[src/rtl/branch_resolve_unit.sv]
// branch_resolve_unit
// Registered branch/jump resolution stage that sits after register read.
// It resolves B-type conditions (signed and unsigned), JAL and JALR, computes
// the taken-target and redirect PC, compares the outcome against the
// front-end prediction, and keeps saturating retire statistics.
// It has a one-entry output register with a valid/ready handshake on both sides.
module branch_resolve_unit #(
  parameter int XLEN  = 64,
  parameter int CNT_W = 32
) (
  input  logic             clk,
  input  logic             rst,
  input  logic             i_flush,
  input  logic             i_in_valid,
  output logic             o_in_ready,
  input  logic [6:0]       i_in_opcode,
  input  logic [2:0]       i_in_funct3,
  input  logic [XLEN-1:0]  i_in_rs1_data,
  input  logic [XLEN-1:0]  i_in_rs2_data,
  input  logic [XLEN-1:0]  i_in_pc,
  input  logic [XLEN-1:0]  i_in_imm,
  input  logic             i_in_pred_taken,
  output logic             o_out_valid,
  input  logic             i_out_ready,
  output logic             o_out_taken,
  output logic [XLEN-1:0]  o_out_target,
  output logic [XLEN-1:0]  o_out_redirect_pc,
  output logic             o_out_mispredict,
  output logic             o_out_is_ctrl,
  output logic             o_out_illegal,
  input  logic             i_stats_clear,
  output logic [CNT_W-1:0] o_stat_branches,
  output logic [CNT_W-1:0] o_stat_mispredicts
);

  // Opcodes of the control-transfer instructions handled here.
  localparam logic [6:0] OP_BRANCH = 7'b1100011;
  localparam logic [6:0] OP_JAL    = 7'b1101111;
  localparam logic [6:0] OP_JALR   = 7'b1100111;

  // funct3[2:1] picks the base comparison, funct3[0] inverts it.
  localparam logic [1:0] CMP_EQ  = 2'b00;
  localparam logic [1:0] CMP_BAD = 2'b01;
  localparam logic [1:0] CMP_LT  = 2'b10;
  localparam logic [1:0] CMP_LTU = 2'b11;

  localparam int N_STATS = 2;
  localparam int STAT_BR = 0;
  localparam int STAT_MP = 1;

  // ---------------------------------------------------------------------------
  // Output register state
  // ---------------------------------------------------------------------------
  logic            r_out_valid;
  logic            r_out_taken;
  logic [XLEN-1:0] r_out_target;
  logic [XLEN-1:0] r_out_redirect_pc;
  logic            r_out_mispredict;
  logic            r_out_is_ctrl;
  logic            r_out_illegal;

  // ---------------------------------------------------------------------------
  // Handshake
  // ---------------------------------------------------------------------------
  logic w_in_ready;
  logic w_fire_in;
  logic w_retire;

  // A flush blocks acceptance outright; otherwise accept when the output
  // register is empty or is being drained this cycle.
  assign w_in_ready = !i_flush && (!r_out_valid || i_out_ready);
  assign w_fire_in  = i_in_valid && w_in_ready;
  // Only a result that really leaves the stage counts toward statistics.
  assign w_retire   = r_out_valid && i_out_ready && !i_flush;

  // ---------------------------------------------------------------------------
  // Operand comparison
  // ---------------------------------------------------------------------------
  logic w_eq;
  logic w_ltu;
  logic w_lts;
  logic w_sign_differs;

  assign w_eq           = (i_in_rs1_data == i_in_rs2_data);
  assign w_ltu          = (i_in_rs1_data < i_in_rs2_data);
  assign w_sign_differs = i_in_rs1_data[XLEN-1] ^ i_in_rs2_data[XLEN-1];
  // With equal signs the unsigned order is also the signed order. With
  // different signs, the negative operand (sign bit set) is the smaller one.
  assign w_lts          = w_sign_differs ? i_in_rs1_data[XLEN-1] : w_ltu;

  // ---------------------------------------------------------------------------
  // Target arithmetic (all modulo 2^XLEN, wrap is silently allowed)
  // ---------------------------------------------------------------------------
  logic [XLEN-1:0] w_pc_rel_target;
  logic [XLEN-1:0] w_jalr_sum;
  logic [XLEN-1:0] w_jalr_target;
  logic [XLEN-1:0] w_pc_plus4;

  assign w_pc_rel_target = i_in_pc + i_in_imm;
  assign w_jalr_sum      = i_in_rs1_data + i_in_imm;
  // JALR clears bit 0 of the computed address.
  assign w_jalr_target   = w_jalr_sum & ~XLEN'(1);
  assign w_pc_plus4      = i_in_pc + XLEN'(4);

  // ---------------------------------------------------------------------------
  // Decode and resolve the incoming operation
  // ---------------------------------------------------------------------------
  logic            w_is_branch;
  logic            w_is_jal;
  logic            w_is_jalr;
  logic            w_cond_base;
  logic            w_cond_illegal;
  logic            w_taken;
  logic [XLEN-1:0] w_target;
  logic [XLEN-1:0] w_redirect_pc;
  logic            w_is_ctrl;
  logic            w_illegal;
  logic            w_mispredict;

  assign w_is_branch = (i_in_opcode == OP_BRANCH);
  assign w_is_jal    = (i_in_opcode == OP_JAL);
  assign w_is_jalr   = (i_in_opcode == OP_JALR);

  // Evaluate the B-type base comparison selected by funct3[2:1].
  always_comb begin
    w_cond_base    = 1'b0;
    w_cond_illegal = 1'b0;
    case (i_in_funct3[2:1])
      CMP_EQ:  w_cond_base = w_eq;
      CMP_LT:  w_cond_base = w_lts;
      CMP_LTU: w_cond_base = w_ltu;
      CMP_BAD: w_cond_illegal = 1'b1;
      default: w_cond_illegal = 1'b1;
    endcase
  end

  // Resolve direction, target and classification for the current operation.
  always_comb begin
    w_taken   = 1'b0;
    w_target  = '0;
    w_is_ctrl = 1'b0;
    w_illegal = 1'b0;
    if (w_is_branch) begin
      w_is_ctrl = 1'b1;
      w_target  = w_pc_rel_target;
      if (w_cond_illegal) begin
        // Reserved funct3 values: never taken, flagged for the trap logic.
        w_illegal = 1'b1;
      end else begin
        w_taken = w_cond_base ^ i_in_funct3[0];
      end
    end else if (w_is_jal) begin
      w_is_ctrl = 1'b1;
      w_taken   = 1'b1;
      w_target  = w_pc_rel_target;
    end else if (w_is_jalr) begin
      w_is_ctrl = 1'b1;
      w_taken   = 1'b1;
      w_target  = w_jalr_target;
    end
  end

  // A non-control op resolves as not-taken, so a taken prediction on it is a
  // mispredict and the redirect falls through to pc+4.
  assign w_redirect_pc = w_taken ? w_target : w_pc_plus4;
  assign w_mispredict  = w_taken ^ i_in_pred_taken;

  // ---------------------------------------------------------------------------
  // Output register
  // ---------------------------------------------------------------------------
  // Track occupancy of the output register; a flush empties it and takes
  // priority over both a drain and a new acceptance.
  always_ff @(posedge clk or posedge rst) begin
    if (rst) begin
      r_out_valid <= 1'b0;
    end else if (i_flush) begin
      r_out_valid <= 1'b0;
    end else if (w_fire_in) begin
      r_out_valid <= 1'b1;
    end else if (i_out_ready) begin
      r_out_valid <= 1'b0;
    end
  end

  // Capture the resolved result on acceptance. The result is held otherwise,
  // so it stays stable while the consumer stalls.
  always_ff @(posedge clk or posedge rst) begin
    if (rst) begin
      r_out_taken       <= 1'b0;
      r_out_target      <= '0;
      r_out_redirect_pc <= '0;
      r_out_mispredict  <= 1'b0;
      r_out_is_ctrl     <= 1'b0;
      r_out_illegal     <= 1'b0;
    end else if (w_fire_in) begin
      r_out_taken       <= w_taken;
      r_out_target      <= w_target;
      r_out_redirect_pc <= w_redirect_pc;
      r_out_mispredict  <= w_mispredict;
      r_out_is_ctrl     <= w_is_ctrl;
      r_out_illegal     <= w_illegal;
    end
  end

  // ---------------------------------------------------------------------------
  // Saturating retire statistics
  // ---------------------------------------------------------------------------
  logic [N_STATS-1:0] w_stat_inc;
  logic [CNT_W-1:0]   w_stat_val [N_STATS];

  assign w_stat_inc[STAT_BR] = r_out_is_ctrl;
  assign w_stat_inc[STAT_MP] = r_out_mispredict;

  for (genvar gi = 0; gi < N_STATS; gi++) begin : g_stat
    logic [CNT_W-1:0] r_cnt;
    logic             w_at_max;

    assign w_at_max = (r_cnt == {CNT_W{1'b1}});

    // Count retiring events up to all-ones; a clear wins over an increment.
    always_ff @(posedge clk or posedge rst) begin
      if (rst) begin
        r_cnt <= '0;
      end else if (i_stats_clear) begin
        r_cnt <= '0;
      end else if (w_retire && w_stat_inc[gi] && !w_at_max) begin
        r_cnt <= r_cnt + CNT_W'(1);
      end
    end

    assign w_stat_val[gi] = r_cnt;
  end

  // ---------------------------------------------------------------------------
  // Outputs
  // ---------------------------------------------------------------------------
  assign o_in_ready         = w_in_ready;
  assign o_out_valid        = r_out_valid;
  assign o_out_taken        = r_out_taken;
  assign o_out_target       = r_out_target;
  assign o_out_redirect_pc  = r_out_redirect_pc;
  assign o_out_mispredict   = r_out_mispredict;
  assign o_out_is_ctrl      = r_out_is_ctrl;
  assign o_out_illegal      = r_out_illegal;
  assign o_stat_branches    = w_stat_val[STAT_BR];
  assign o_stat_mispredicts = w_stat_val[STAT_MP];

endmodule
[config.mk]
export PLATFORM = sky130hd
export DESIGN_NAME = branch_resolve_unit
export DESIGN_NICKNAME = d
export VERILOG_FILES = /design/src/rtl/branch_resolve_unit.sv
export SDC_FILE = /design/constraint.sdc
export NUM_CORES = 1
export LEC_CHECK = 0
export BUFFER_PORTS_ARGS = -buffer_cell sky130_fd_sc_hd__buf_2
export CORE_MARGIN = 2
export CORE_UTILIZATION = 50
export DETAILED_ROUTE_END_ITERATION = 16
export PLACE_DENSITY = 0.83
export SLEW_MARGIN = 20
export SYNTH_ARGS = -nofsm -noshare
export SYNTH_HDL_FRONTEND = slang
export SYNTH_SLANG_ARGS = --single-unit
[constraint.sdc]
create_clock -name clk -period 7.8 [get_ports clk]
set_input_delay 0.39 -clock clk [delete_from_list [all_inputs] [get_ports clk]]
set_output_delay 0.39 -clock clk [all_outputs]
set_load 0.03 [all_outputs]
==> impl_results.md <==
* Status: finished clean
* Final nets at approximately 3300
* Post-synthesis mux area share at 0.0200
* Slowest-stage cell, CP: nor3b_1
* Simple-gate share of the synthesized area at 0.208
* First-pass GRT wire length at 117 mm
* Post-synthesis cell type count at 97
* Vias at 21000
* CTS hold repair buffers at 0
* TritonCTS clock tree: done
* Worst setup EP type: flop
* Worst Hold Class: input port to asynchronous set/reset pin
* Total track usage at 0.372
* Layout cell share with drive strength beyond 1 at 0.199
* Num CTS Buffers at 17
* Overflow after GRT at 0
* Ys flop type: dfrtp_1
* Die Span Y at 201 µm
* Synth Area in XOR/XNOR at 0.105
* Die ar. at 40300 µm²
* Die width at 201 µm
* Crit path buffers/inverters at 1
* Final setup TNS at 0 ps
* I/O Buffers at 470
* Initial DRC count at 1808
* Post-synthesis net count at 2919
* DR pass1 iterations at 6
* Yosys top cell by area: dfrtp_1
* WP data arrival at 4380 ps
* Seq/Total Area, Yosys at 0.255
* Number of global-route vias before repair at 20200
* Crit share post-route at 0.517
* Post-synthesis compound-gate area fraction at 0.243
* Largest family of logic cells by synthesized area: compound AO/OA/AOI/OAI gates
* Power per Cell Area at 149 nW/µm²
* Synth async-reset ratio at 1.00
* CTS H-tree lvls at 4
* Crit path launch: i_in_rs1_data[8]
* Worst Tran Pin Value at between 900 and 1000 ps
* Peak fanout along the critical path at 7
* Flops & latches, synth at 197
* GPL Wtd Cong at 1.03
* Reg clk slew, reported paths at about 80 ps
* Hold Fails Final Rpt at 0
* Slew headroom at 0.353
* CTS resizes at 0
* Synth area leaders: dfrtp_1 25%, ha_1 12%, nand2_1 6.6%
* Post-Syn Instances at 2452
* Max-cap viol count at 0
* Max incr delay on CP at 580 ps
* Setup CP Type: input port to flop
* Clock buffer depth at 2
* Final HPWL DP at 62.5 mm
* Vias per cell at just over 6
* Worst path required time at 8150 ps
* Yosys warns at 0
* Clk_lat worst skew at 460 ps
* # DRC at 0
* Initial core utilization at 0.503
* Max Freq at 248 MHz
* Largest net degree at the start of global routing at 129
* CP Launch Type: input port
* Synthesized area at roughly 19000 µm²
* RSZ-0062 raised after global routing: no
* Initial antenna violation count at 4
* FF-to-FF Start: o_stat_branches[9]
* Root Buffer: clkbuf_16
* Layout Skew at 10.9 ps
* Count of pins over their slew limit at 0
* Crit path time final at a little over 4000 ps
* Post-Synth Adder-Cell Area at 0.126
* Syn avg cell area at 7.90 µm²
* Synth top area share at 0.255
* Clock sinks at 197
* Worst R2R Setup Slack at 4390 ps
* Post-synth EDFFs at 0
* Antenna viol nets, final at 0
* Overall power at 3.38 mW
* Final setup violation count at 0
* Cells along the critical path: buf_2, ha_1, nand4_1, a211oi_1, nor3_1, nor4_1, nor3_2, o21a_1, nor3b_1, a21oi_1, mux2i_1, a211o_1, a22o_1
* # Post-CTS Setup Buffers at 0
* WL per Instance at 22.5 µm
* Drt total wl at 76.4 mm
* Lkg Pwr at 11.0 nW
* Core area at slightly below 40000 µm²
* Top delay family on crit path: simple AND/OR/NAND/NOR gates
* FP Rows at 72
* Area Growth Syn to Fin at 17.0%
* Worst vdd ir at 144 µV
* IO Pins at 471
final timing paths:
kind | endpoint | depth (start not counted)
worst max register to register | o_stat_branches[27] | 11
worst min-delay path | o_stat_branches[5] | 2
worst min register to register | o_out_target[51] | 2
max in group asynchronous | o_out_target[37] | 3
min in group clk | o_out_valid | 2
worst max-delay path | o_out_redirect_pc[63] | 13
layer usage:
metal | global-route usage | vias to the layer above | share of wire
li1 | - | 9665 | -
met3 | 0.0714 | 176 | 0.10
met4 | 0.161 | 2 | 0.045
met5 | 0 | - | 0.00026
met1 | 0.511 | 9976 | 0.42
met2 | 0.571 | 1169 | 0.43
synthesized netlist by cell type, drive strengths merged, types with 6 or more instances:
library cell and instances:
nor4 13, nor3 37, and3 41, or3 24, clkbuf 67, a211oi 19, o211ai 26, ha 192
o22ai 17, o31ai 14, and4 15, and2 20, o21ai 180, a22oi 36, nor3b 6, a221o 9
a221oi 14, o21bai 21, nor2b 18, a31oi 15, mux2i 15, nand2 338, xor2 115, buf 31
a2111oi 6, a21o 57, nand3 85, nand2b 14, o21a 21, a21oi 229, nand4 61, inv 112
mux2 21, nor2 170, xnor2 117, dfrtp 197, or2 6
worst reg2reg max path: cells and delay by family (launching register included):
kind,cells,cell delay [ps]
compound gates,2,500
flops,1,430
simple gates,9,2410
state kept, by name (all words and copies together) (netlist names):
name,flops
o_out_valid,1
o_out_illegal,1
o_out_redirect_pc,64
o_out_taken,1
o_stat_mispredicts,32
o_stat_branches,32
o_out_target,64
o_out_mispredict,1
o_out_is_ctrl,1
cell families (layout without fill, tap and decap cells):
logic type                 after synthesis  count (layout)
and+or+nand+nor                        858             858
AOI/OAI and AO/OA                      725             725
xor gates and xnor gates               232             232
buffers and inverters                  210             625
DFF                                    197             197
adders and majority gates              194             194
muxes                                   36              36
other                                    0               2
per-stage QoR:
| stage | utilization | instance area (µm²) | instances | hold slack [ps] | setup WS, ps |
|---|---|---|---|---|---|
| final | 0.589 | 22700 | 3387 | 119 | 3760 |
| after global placement | 0.573 | 22100 | 3353 | 450 | 3500 |
| after global routing | 0.589 | 22700 | 3386 | 105 | 3740 |
| after detailed placement | 0.573 | 22100 | 3353 | 464 | 3490 |
| after floorplan | - | 19400 | 2452 | 456 | 2040 |
| after CTS | 0.589 | 22700 | 3385 | 109 | 3940 |
layout make-up:
| class | count | area (µm²) |
|---|---|---|
| inverters | 112 | 428 |
| clock inverters | 14 | 158 |
| diodes | 2 | 5.00 |
| repair buffers | 481 | 2440 |
| well taps | 518 | 648 |
| flip-flops and latches | 197 | 4930 |
| clock buffers | 18 | 439 |
| fillers | 3614 | 15800 |
| multi-input cells | 2045 | 13600 |
power by group:
| part | leakage [nW] | switching (mW) | internal (mW) |
|---|---|---|---|
| Sequential | 2.63 | 0.0479 | 1.08 |
| Combinational | 8.12 | 0.871 | 0.461 |
| Clock | 0.285 | 0.477 | 0.439 |
cell usage in the layout, fill, tap and decap left out, types with 57 or more instances in the layout:
| master | synthesis | final |
|---|---|---|
| buf_2 | 20 | 469 |
| nand2_1 | 338 | 337 |
| a21oi_1 | 227 | 227 |
| dfrtp_1 | 197 | 197 |
| ha_1 | 192 | 192 |
| nor2_1 | 169 | 169 |
| o21ai_0 | 158 | 158 |
| xnor2_1 | 116 | 116 |
| xor2_1 | 115 | 115 |
| inv_1 | 112 | 111 |
| nand3_1 | 85 | 85 |
| nand4_1 | 61 | 61 |
| a21o_1 | 57 | 57 |
(Power assumes the default switching activity.)
